**src/rtl/vram_vga_scanner.sv**
```systemverilog
// vram_vga_scanner: display back end that scans a row-major 8-bit grayscale
// VRAM image over a read port and produces VGA timing plus one pixel per tick.
// The image sits in a fixed window; the rest of the active area is background.
//
// Ports:
//   clk          system clock, all logic on posedge
//   reset        synchronous, active-high
//   gpu_address  VRAM read address (row-major pixel index inside the window)
//   vram_out     VRAM read data for gpu_address, valid READ_LATENCY clks later
//   hsync        horizontal sync, active-low (registered)
//   vsync        vertical sync, active-low (registered)
//   blank_n      1 during active video (registered)
//   rgb_out      grayscale pixel (registered)
//   frame_start  one-clk pulse when the scan wraps to (0,0)
//
// Optional feature: define DISPLAY_BORDER_EN to draw a 1-pixel 8'hFF frame
// around the image window. Without it those pixels show BG_COLOR.
// The H_*/V_* parameters default to 640x480@60 timing.
module vram_vga_scanner #(
    parameter int unsigned CLK_DIV      = 2,
    parameter int unsigned READ_LATENCY = 1,
    parameter int unsigned IMG_W        = 300,
    parameter int unsigned IMG_H        = 300,
    parameter int unsigned IMG_X0       = 170,
    parameter int unsigned IMG_Y0       = 90,
    parameter logic [7:0]  BG_COLOR     = 8'h00,
    parameter int unsigned H_ACTIVE     = 640,
    parameter int unsigned H_FP         = 16,
    parameter int unsigned H_SYNC       = 96,
    parameter int unsigned H_BP         = 48,
    parameter int unsigned V_ACTIVE     = 480,
    parameter int unsigned V_FP         = 10,
    parameter int unsigned V_SYNC       = 2,
    parameter int unsigned V_BP         = 33
) (
    input  logic        clk,
    input  logic        reset,
    output logic [31:0] gpu_address,
    input  logic [7:0]  vram_out,
    output logic        hsync,
    output logic        vsync,
    output logic        blank_n,
    output logic [7:0]  rgb_out,
    output logic        frame_start
);

    localparam int unsigned H_TOTAL      = H_ACTIVE + H_FP + H_SYNC + H_BP;
    localparam int unsigned V_TOTAL      = V_ACTIVE + V_FP + V_SYNC + V_BP;
    localparam int unsigned H_W          = $clog2(H_TOTAL);
    localparam int unsigned V_W          = $clog2(V_TOTAL);
    localparam int unsigned DIV_W        = (CLK_DIV > 1) ? $clog2(CLK_DIV) : 1;
    localparam int unsigned H_SYNC_START = H_ACTIVE + H_FP;
    localparam int unsigned H_SYNC_END   = H_SYNC_START + H_SYNC;
    localparam int unsigned V_SYNC_START = V_ACTIVE + V_FP;
    localparam int unsigned V_SYNC_END   = V_SYNC_START + V_SYNC;
    localparam int unsigned IMG_X1       = IMG_X0 + IMG_W;
    localparam int unsigned IMG_Y1       = IMG_Y0 + IMG_H;

    logic [DIV_W-1:0] div_cnt;
    logic [H_W-1:0]   h_cnt;
    logic [V_W-1:0]   v_cnt;
    logic [31:0]      pix_idx;
    logic [7:0]       pix_data;

    logic             tick;
    logic             h_last;
    logic             v_last;
    logic             frame_wrap;
    logic             hsync_raw;
    logic             vsync_raw;
    logic             active;
    logic             in_win;
    logic [7:0]       pix_sample;
    logic [7:0]       rgb_next;
`ifdef DISPLAY_BORDER_EN
    logic             on_border;
`endif

    // Pixel tick and counter wrap conditions
    always_comb begin
        tick       = (div_cnt == DIV_W'(CLK_DIV - 1));
        h_last     = (h_cnt == H_W'(H_TOTAL - 1));
        v_last     = (v_cnt == V_W'(V_TOTAL - 1));
        frame_wrap = h_last && v_last;
    end

    // Raw sync/blank/window decode for the pixel under the counters
    always_comb begin
        hsync_raw = !((h_cnt >= H_W'(H_SYNC_START)) && (h_cnt < H_W'(H_SYNC_END)));
        vsync_raw = !((v_cnt >= V_W'(V_SYNC_START)) && (v_cnt < V_W'(V_SYNC_END)));
        active    = (h_cnt < H_W'(H_ACTIVE)) && (v_cnt < V_W'(V_ACTIVE));
        in_win    = (h_cnt >= H_W'(IMG_X0)) && (h_cnt < H_W'(IMG_X1)) &&
                    (v_cnt >= V_W'(IMG_Y0)) && (v_cnt < V_W'(IMG_Y1));
    end

`ifdef DISPLAY_BORDER_EN
    // Ring one pixel outside the window: the expanded rectangle minus the window
    always_comb begin
        on_border = active && !in_win &&
                    (h_cnt >= H_W'(IMG_X0 - 1)) && (h_cnt <= H_W'(IMG_X1)) &&
                    (v_cnt >= V_W'(IMG_Y0 - 1)) && (v_cnt <= V_W'(IMG_Y1));
    end
`endif

    // Read data is captured on the first clk it is valid, so the port only
    // has to present it for one clk rather than until the tick.
    always_comb begin
        pix_sample = (div_cnt == DIV_W'(READ_LATENCY)) ? vram_out : pix_data;
    end

    // Pixel colour selection
    always_comb begin
        rgb_next = 8'h00;
        if (in_win) begin
            rgb_next = pix_sample;
`ifdef DISPLAY_BORDER_EN
        end else if (on_border) begin
            rgb_next = 8'hFF;
`endif
        end else if (active) begin
            rgb_next = BG_COLOR;
        end
    end

    // Divider, timing counters, address generator and registered outputs
    always_ff @(posedge clk) begin
        if (reset) begin
            div_cnt     <= '0;
            h_cnt       <= '0;
            v_cnt       <= '0;
            pix_idx     <= 32'd0;
            pix_data    <= 8'h00;
            hsync       <= 1'b1;
            vsync       <= 1'b1;
            blank_n     <= 1'b0;
            rgb_out     <= 8'h00;
            frame_start <= 1'b0;
        end else begin
            frame_start <= 1'b0;
            pix_data    <= pix_sample;
            if (tick) begin
                div_cnt <= '0;
                h_cnt   <= h_last ? '0 : h_cnt + 1'b1;
                if (h_last) begin
                    v_cnt <= v_last ? '0 : v_cnt + 1'b1;
                end
                // Wrap wins over increment; outside the window the index holds
                if (frame_wrap) begin
                    pix_idx <= 32'd0;
                end else if (in_win) begin
                    pix_idx <= pix_idx + 32'd1;
                end
                hsync       <= hsync_raw;
                vsync       <= vsync_raw;
                blank_n     <= active;
                rgb_out     <= rgb_next;
                frame_start <= frame_wrap;
            end else begin
                div_cnt <= div_cnt + 1'b1;
            end
        end
    end

    assign gpu_address = pix_idx;

endmodule

```
**config.mk**
```make
export PLATFORM = sky130hd
export DESIGN_NAME = vram_vga_scanner
export DESIGN_NICKNAME = d
export VERILOG_FILES = /design/src/rtl/vram_vga_scanner.sv
export SDC_FILE = /design/constraint.sdc
export NUM_CORES = 1
export LEC_CHECK = 0
export BUFFER_PORTS_ARGS = -buffer_cell sky130_fd_sc_hd__buf_2
export CORE_ASPECT_RATIO = 1.5
export CORE_UTILIZATION = 56
export DETAILED_ROUTE_END_ITERATION = 16
export GPL_ROUTABILITY_DRIVEN = 0
export PLACE_DENSITY = 0.79
export REMOVE_ABC_BUFFERS = 1
export SYNTH_ARGS = -nofsm -noshare
export SYNTH_HDL_FRONTEND = slang
export SYNTH_SLANG_ARGS = --single-unit
```
**constraint.sdc**
```tcl
create_clock -name clk -period 2.2 [get_ports clk]
set_clock_uncertainty 0.05 [all_clocks]
set_input_delay 0.44 -clock clk [delete_from_list [all_inputs] [get_ports clk]]
set_output_delay 0.44 -clock clk [all_outputs]
set_load 0.005 [all_outputs]
```
Word-level counts from Yosys, hierarchy flattened
Cells that the tools add are included.
Operators by class
  add/sub/neg operators: 4
  magnitude comparators: 10
  equal/unequal tests: 2
  muxes and demuxes: 6
  bitwise gates (word level): 1
  reduce and logical (&&, ||, !) cells: 14
Operators by type and width (number)
  two-way mux 32 bit: 2
  < comparator 10 x 9 -> 1 bit, second input constant: 4
  adder 32 x 1 -> 32 bit, second input constant: 1
  adder 10 x 1 -> 10 bit, second input constant: 2
  equality test 10 bit, second input constant: 2
  < comparator 10 bit, second input constant: 2
  two-way mux 10 bit: 2
  two-way mux 8 bit: 2
  >= comparator 10 bit, second input constant: 1
  >= comparator 10 x 7 -> 1 bit, second input constant: 1
  >= comparator 10 x 8 -> 1 bit, second input constant: 1
  >= comparator 10 x 9 -> 1 bit, second input constant: 1
  logical AND 1 bit: 7
  AND reduction 2 bit: 2
  OR reduction 2 bit: 2
  zero test 1 bit: 2
  nonzero test 2 bit: 1
  adder 1 bit, second input constant: 1
  NOT 1 bit: 1
Word-level totals
  flip-flop bits (word level): 73
  input port bits: 10
  output and inout port bits: 44
  logic and storage cells: 47

Depth between registers and ports, before layout
Gate-level depths: netlist of the first run.
  word-level depth: 6
  depth in mapped cells: 8

Least setup slack after synthesis of the first run
OpenSTA, ideal clock, no wires.
  kind: reg2reg
  from: reg pix_idx[0], in the netlist gpu_address[0]
  to: reg pix_idx[22], in the netlist gpu_address[22]
  setup time: 59 ps
  data arrival time: 1925 ps
  setup slack: 166 ps
  stages on the path, launching flop included: 7
  buffers on the path: 0
  clock period less this slack: 2034 ps
  cell sequence: dfxtp_1 > ha_1 > nand3_1 > nor3_1 > nand3_1 > a2111oi_0 > o22a_1
On the way
  cells in the longest elaborated chain, start to end: 3
Ends and longest elaborated chain
  start: declaration: line 62  | logic [31:0] pix_idx;
  start signal: assignment: line 151  | pix_idx <= pix_idx + 32'd1;
  adder 32 x 1 -> 32 bit: line 151
  two-way mux 32 bit: line 150  | end else if (in_win) begin
  two-way mux 32 bit: line 148  | if (frame_wrap) begin
No other way between the ends. The select of a mux whose other input is x is not followed.
A chain may end at the register's enable or synchronous reset.

Worst setup path after layout of the first run
  from: reg v_cnt[4]
  to: reg pix_idx[22], in the netlist gpu_address[22]
On the way
  cells in the longest elaborated chain, start to end: 5
  elaborated cells on any way between the ends: 9
  classes of those cells: 2 x order compare; 1 x eq/ne; 1 x mux; 5 x reduce/logical
Ends and longest elaborated chain
  start: declaration: line 61  | logic [V_W-1:0] v_cnt;
  start signal: assignment: line 145  | v_cnt <= v_last ? '0 : v_cnt + 1'b1;
  >= comparator 10 x 7 -> 1 bit: line 93  | (v_cnt >= V_W'(IMG_Y0)) && (v_cnt < V_W'(IMG_Y1));
  logical AND 1 bit: line 92  | in_win = (h_cnt >= H_W'(IMG_X0)) && (h_cnt < H_W'(IMG_X1)) &&
  logical AND 1 bit: line 93
  nonzero test 2 bit (no line)
  AND reduction 2 bit (no line)
Several ways; a longest one is shown, not always the timed one.

==> results.json, run 1 <==
{
  "final_area_um2": 4168,
  "n_antenna_cell": 0,
  "finalHoldViolCount": 0,
  "rsz0062_at_grt": "yes",
  "p_leak_nw": 1.673,
  "post_route_cells_drive_above_1_share_pct": 26.67,
  "dr.pass1.iters": 4,
  "max-clock-path-buffers": 2,
  "yosysWarnings": 0,
  "grt_max_degree": 30,
  "first_global_vias": 3223,
  "coreArea_um2": 5913,
  "start_kind": "flip-flop",
  "relSlewSlack_pct": 66.22,
  "dpl_cell_area_um2": 3886,
  "power_mw": 2.514,
  "fin_nets": 476,
  "syn_area_um2": 3496,
  "stdcell_count": 537,
  "critPathRequiredTime_ps": 2450,
  "fmax_ghz": 0.4715,
  "routed_wirelength_um": 9189,
  "ir_drop_uv": 500.8,
  "worstPathArrival_ps": 2370,
  "area_delta_synth_final_pct": 19.22,
  "avgSynthCellArea_um2": 8.806,
  "vias_per_cell": 6.387,
  "dp_hpwl_um": 6334,
  "worst_pin_slew_ps": 504.8,
  "num_rows": 34,
  "p_per_area_nw_per_um2": 603.3,
  "synth_edf_count": 0,
  "clock-root-buffer": "clkbuf_8",
  "finalCritPeriodShare_pct": 96.40,
  "post-place-ws_ps": -8.929,
  "endpoint_kind": "flip-flop",
  "grt_usage_pct": 29.59,
  "die_w_um": 66.51,
  "ys_seq_area_share_pct": 37.22,
  "dr.first_iter.drc_count": 235,
  "yosysUniqueCellTypes": 66,
  "die_h_um": 98.77,
  "grt_antenna_before_repair": 0,
  "outcome": "finished clean",
  "crit_fanout": 10,
  "finalCriticalPeriod_ps": 2121,
  "initial_utilization_pct": 59.12,
  "drc": 0,
  "grt-ovfl-total": 0,
  "cts_sinks": 65,
  "min_path_type": "input port to flip-flop",
  "vias": 3430,
  "yosys-top-cells-count": "dfxtp_1, nor2_1, nand2_1",
  "ys.flop_type": "dfxtp_1",
  "numPortBuffers": 53,
  "grt_pass1_wl_um": 15070,
  "worstSetupPathType": "flip-flop to flip-flop",
  "clk_latency_ps": 350,
  "setup_ws_ps": 79.16,
  "dp.cells": 519,
  "tritoncts": "yes",
  "syn-instance-count": 397,
  "ioPinCount": 54,
  "die-area_um2": 6569,
  "cts_max_level": 3,
  "synth.area.top_cells": "dfxtp_1, nor2_1, nand2_1",
  "antenna_left": 0,
  "ys_seq_elements": 65,
  "cap_violations": 0,
  "post_drt_wl_per_cell_um": 17.11,
  "whs_ps": 250.9,
  "synth.most_common_cell": "dfxtp_1",
  "final-max-slew-violation-count": 0,
  "synth_top_area_share_pct": 37.22,
  "clk_pin_slew_ps": 80,
  "numCtsBuffers": 9,
  "yosys.area.top_type": "dfxtp_1",
  "setup_viol": 0,
  "nFillCells": 485,
  "async_reset_ff_share_pct": 0
}
==> worst paths after layout <==
| check | start | end | slack (ps) | depth (start not counted) |
|---|---|---|---|---|
| worst min register to register | rgb_out[3] | rgb_out[3] | 420 | 1 |
| worst min-delay path | vram_out[2] | rgb_out[2] | 250 | 2 |
| worst max-delay path | v_cnt[4] | gpu_address[22] | 80 | 6 |
| worst max register to register | v_cnt[4] | gpu_address[22] | 80 | 6 |
==> critical path, cell delays in order (launching register included) <==
cell	delay, ps
dfxtp_1	320
or3_4	430
nor4_4	360
buf_4	190
nand2_4	110
a2111oi_1	410
o22a_1	190
==> area by class of cell <==
class / count / area, um2 / area share [%]
multi-input combinational: 292 / 2038 / 48.90
tap: 72 / 90.09 / 2.162
clock buffer: 9 / 123.9 / 2.972
clock inverter: 7 / 95.09 / 2.282
timing repair buffer: 78 / 465.4 / 11.17
inverter: 14 / 52.55 / 1.261
sequential: 65 / 1303 / 31.25
==> what timing repair did <==
action / in CTS / in global routing
pin swaps: 0 / 0
endpoints found under the setup margin: 4 / 19
gates resized for setup: 2 / 12
buffers inserted: 0 / 2
hold buffers: 0 / 0
==> metal layers <==
| metal | GRT usage, % | wire (um) |
|---|---|---|
| met1 | 33.69 | 3714 |
| met2 | 51.26 | 4793 |
| met3 | 6.713 | 385 |
| met4 | 13.26 | 296 |
| met5 | 0 | 0 |
==> power breakdown <==
group / internal [mW] / switching, mW
clock network: 0.637 / 0.494
registers: 1.20 / 0.0228
logic: 0.0663 / 0.0983
==> sequential cells by signal (all words and copies together), names as in the netlist <==
| name | flops |
|---|---|
| gpu_address | 32 |
| vsync | 1 |
| rgb_out | 8 |
| blank_n | 1 |
| div_cnt | 1 |
| frame_start | 1 |
| hsync | 1 |
| v_cnt | 10 |
| h_cnt | 10 |
==> per-stage QoR <==
stage | TNS, ps | utilization (%)
floorplan | -2319 | -
global placement | 0 | 65.72
detailed placement | -8.929 | 65.72
CTS | 0 | 69.57
global route | -23.00 | 70.48
finish | 0 | 70.48
==> cells by family (layout without fill, tap and decap cells) <==
kind of cell | after synthesis | in the layout | share of synthesized area, %
AOI/OAI and AO/OA | 115 | 115 | 25.81
xor gates and xnor gates | 15 | 15 | 3.758
muxes | 2 | 2 | 0.5727
and+or+nand+nor | 154 | 154 | 24.70
adders and majority gates | 6 | 6 | 2.147
buffers and inverters | 40 | 108 | 5.798
DFF | 65 | 65 | 37.22
==> placed cells by master, fill, tap and decap left out, drive strengths merged, types with 10 or more instances in the layout <==
cell and n:
a21oi 18, a2bb2oi 11, a31oi 14, and4 10
buf 78, dfxtp 65, inv 14, nand2 32
nand3 20, nand4 18, nor2 32, nor3 10
o21ai 20
Power figures use the tool's default switching activity.
==> run 2: changes to the inputs <==
--- a/config.mk
+++ b/config.mk
@@ -5,12 +5,15 @@
 export SDC_FILE = /design/constraint.sdc
 export NUM_CORES = 1
 export LEC_CHECK = 0
+export ABC_AREA = 1
 export BUFFER_PORTS_ARGS = -buffer_cell sky130_fd_sc_hd__buf_2
+export CELL_PAD_IN_SITES_DETAIL_PLACEMENT = 0
+export CELL_PAD_IN_SITES_GLOBAL_PLACEMENT = 1
 export CORE_ASPECT_RATIO = 1.5
-export CORE_UTILIZATION = 56
+export CORE_UTILIZATION = 41
 export DETAILED_ROUTE_END_ITERATION = 16
 export GPL_ROUTABILITY_DRIVEN = 0
-export PLACE_DENSITY = 0.79
+export PLACE_DENSITY_LB_ADDON = 0.1
 export REMOVE_ABC_BUFFERS = 1
 export SYNTH_ARGS = -nofsm -noshare
 export SYNTH_HDL_FRONTEND = slang
==> run 2 against run 1 <==
Effect of this change: synthesized area increased by 15%; non-clock buffer count decreased by 1; wire length increased by 23%; first-iteration DRC count decreased by 33%; sequential share of layout area decreased by 3.9 points; global-route usage decreased by 6.5 points; via count increased by 17%; register-to-register slack improved by 120 ps; design area increased by 14%; critical endpoint unchanged; largest power group is now clock; highest routed layer unchanged.
==> results.json, run 2 <==
{
  "tritoncts": "yes",
  "largest_reg_flops": 32,
  "outcome": "finished clean",
  "avgSynthCellArea_um2": 6.561,
  "fmax_ghz": 0.4993,
  "syn_area_um2": 4015,
  "grt_antenna_before_repair": 0,
  "postCtsSetupRepairBufs": 0,
  "crit_fanout": 17,
  "worstPathCellList": "ha_1 > inv_1 > nor2_4 > nand4_1 > nor2_1 > nor2_2 > buf_4 > o21ai_0 > nand2_2 > nand2_1 > inv_1",
  "pwr-share-clk_pct": 50.5,
  "r2r-start": "h_cnt[1]",
  "initial_utilization_pct": 42.89,
  "min_to": "rgb_out[7]",
  "grt_pass1_wl_um": 18570,
  "relSlewSlack_pct": 75.51,
  "p_leak_nw": 2.169,
  "grt_max_degree": 19,
  "dp_hpwl_um": 8726,
  "min_path_type": "input port to flip-flop",
  "finalCriticalPeriod_ps": 2003,
  "nFillCells": 1013,
  "post_route_cells_drive_above_1_share_pct": 20.26,
  "worst_pin_slew_ps": 366.0,
  "coreArea_um2": 9361,
  "finalHoldViolCount": 0,
  "start_kind": "flip-flop",
  "synth.area.top_cells": "dfxtp_1, nand2_1, nor2_1",
  "syn-instance-count": 612,
  "async_reset_ff_share_pct": 0,
  "endpoint_kind": "flip-flop",
  "vias_per_cell": 5.016,
  "cap_violations": 0,
  "post_drt_wl_per_cell_um": 14.11,
  "ys_seq_area_share_pct": 32.41,
  "multi_input_area_um2": 2281,
  "final-max-slew-violation-count": 0,
  "critPathMaxStageDelay_ps": 390,
  "timing.setup.tns_ps": 0,
  "reg2reg_to": "gpu_address[22]",
  "setup_ws_ps": 197.1,
  "synth_edf_count": 0,
  "area_delta_synth_final_pct": 18.60,
  "die_h_um": 123.2,
  "intPower_mw": 1.979,
  "synth.most_common_cell": "nand2_1",
  "numPortBuffers": 53,
  "seqCellArea_um2": 1301,
  "worstPathArrival_ps": 2180,
  "synth_top_area_share_pct": 32.41,
  "max-clock-path-buffers": 2,
  "power_mw": 2.617,
  "cts_max_level": 3,
  "num_rows": 43,
  "cts_sinks": 65,
  "cp_common_cell": "inv_1",
  "n_antenna_cell": 0,
  "die-area_um2": 10200,
  "p_seq_share_pct": 45.4,
  "switching_share_pct": 24.37,
  "post-place-ws_ps": 205.2,
  "p_per_area_nw_per_um2": 549.6,
  "p_comb_share_pct": 4.2,
  "numCtsBuffers": 9,
  "ioPinCount": 54,
  "cts_hold_buf": 0,
  "yosys-top-cells-count": "nand2_1, nor2_1, inv_1",
  "final_common_cell": "nand2_1",
  "mostFrequentLayoutCells": "nand2_1, nor2_1, inv_1",
  "first_global_vias": 3954,
  "die_w_um": 82.80,
  "worstSetupPathType": "flip-flop to flip-flop",
  "cts_resized": 0,
  "drc": 0,
  "setup_viol": 0,
  "vias": 4028,
  "crit_slowest_cell": "dfxtp_1",
  "clk_pin_slew_ps": 60,
  "dr.pass1.iters": 4,
  "path_delay_family": "simple AND/OR/NAND/NOR gates",
  "yosysWarnings": 0,
  "clock-root-buffer": "clkbuf_16",
  "whs_ps": 307.7,
  "routed_wirelength_um": 11330,
  "antenna_left": 0,
  "r2r_cells": 11,
  "grt-ovfl-total": 0,
  "rsz0062_at_grt": "no",
  "fin_nets": 702,
  "ff2ff_setup_slack_ps": 200,
  "postLayoutCoreUtil_pct": 50.87,
  "critPathBufInv": 3,
  "p_sw_mw": 0.6377,
  "grt_usage_pct": 23.04,
  "dr.first_iter.drc_count": 158,
  "finalCritPeriodShare_pct": 91.04,
  "ys_seq_elements": 65,
  "ir_drop_uv": 399.2,
  "yosys.area.top_type": "dfxtp_1",
  "critPathRequiredTime_ps": 2380,
  "hold_depth": 3,
  "yosysUniqueCellTypes": 41,
  "clk_latency_ps": 330,
  "min-delay-start": "vram_out[7]",
  "ys.flop_type": "dfxtp_1"
}
run 2: cell types whose count changed in the layout (fill, tap and decap cells not counted), moves of 11 or more:
cell	change
nor2_1	+68
a21oi_2	+11
nand3_1	+25
inv_1	+67
a31oi_1	-14
nand2_1	+147
run 2: cell families (layout without fill, tap and decap cells):
group / after synthesis / count (layout) / share of synthesized area, %
compound gates: 52 / 52 / 8.382
xor+xnor: 13 / 13 / 2.836
fa+ha+maj: 6 / 6 / 1.870
buf+inv: 98 / 177 / 10.78
flops: 65 / 65 / 32.41
simple gates: 378 / 378 / 43.72
run 2: metrics by stage:
step	area [um2]	std cells
6_report	4762	803
5_1_grt	4762	803
4_1_cts	4762	803
3_5_place_dp	4488	787
3_3_place_gp	4488	787
2_1_floorplan	3902	598
run 2: per-layer routing:
layer  part of all wire (%)  global-route usage (%)  routed length (um)  vias to the layer above
met4                    3.1                   10.24                 347                        0
met5                      0                       0                   0                        -
li1                       -                       -                   -                     2078
met1                     40                   23.72                4525                     1869
met3                    2.5                   3.939                 287                       22
met2                     54                   45.29                6170                       59
run 2: how the worst max path moves through the flow:
stage	end	slack [ps]	depth (start not counted)	startpoint
after floorplan	blank_n	70	4	div_cnt
after global placement	gpu_address[22]	190	11	h_cnt[1]
after detailed placement	gpu_address[22]	210	11	h_cnt[1]
after CTS	gpu_address[22]	180	11	h_cnt[1]
after global routing	gpu_address[22]	10	11	h_cnt[1]
final	gpu_address[22]	200	11	h_cnt[1]
run 2: power by group through the flow:
| stage | registers, mW | logic (mW) | clock network (mW) |
|---|---|---|---|
| floorplan | 1.22 | 0.0491 | 0 |
| global placement | 1.21 | 0.108 | 0 |
| detailed placement | 1.21 | 0.109 | 0 |
| CTS | 1.19 | 0.110 | 1.36 |
| global route | 1.19 | 0.121 | 1.41 |
| finish | 1.19 | 0.109 | 1.32 |
run 2: final cells by class:
class,count,area share [%]
tap,112,2.943
sequential,65,27.33
clock buffer,10,4.808
inverter,84,6.726
timing repair buffer,77,9.354
multi-input combinational,449,47.90
clock inverter,6,0.9459
run 2: worst min-delay path: stages:
cell and delay, ps:
buf_2 90, inv_1 40, o31ai_1 60
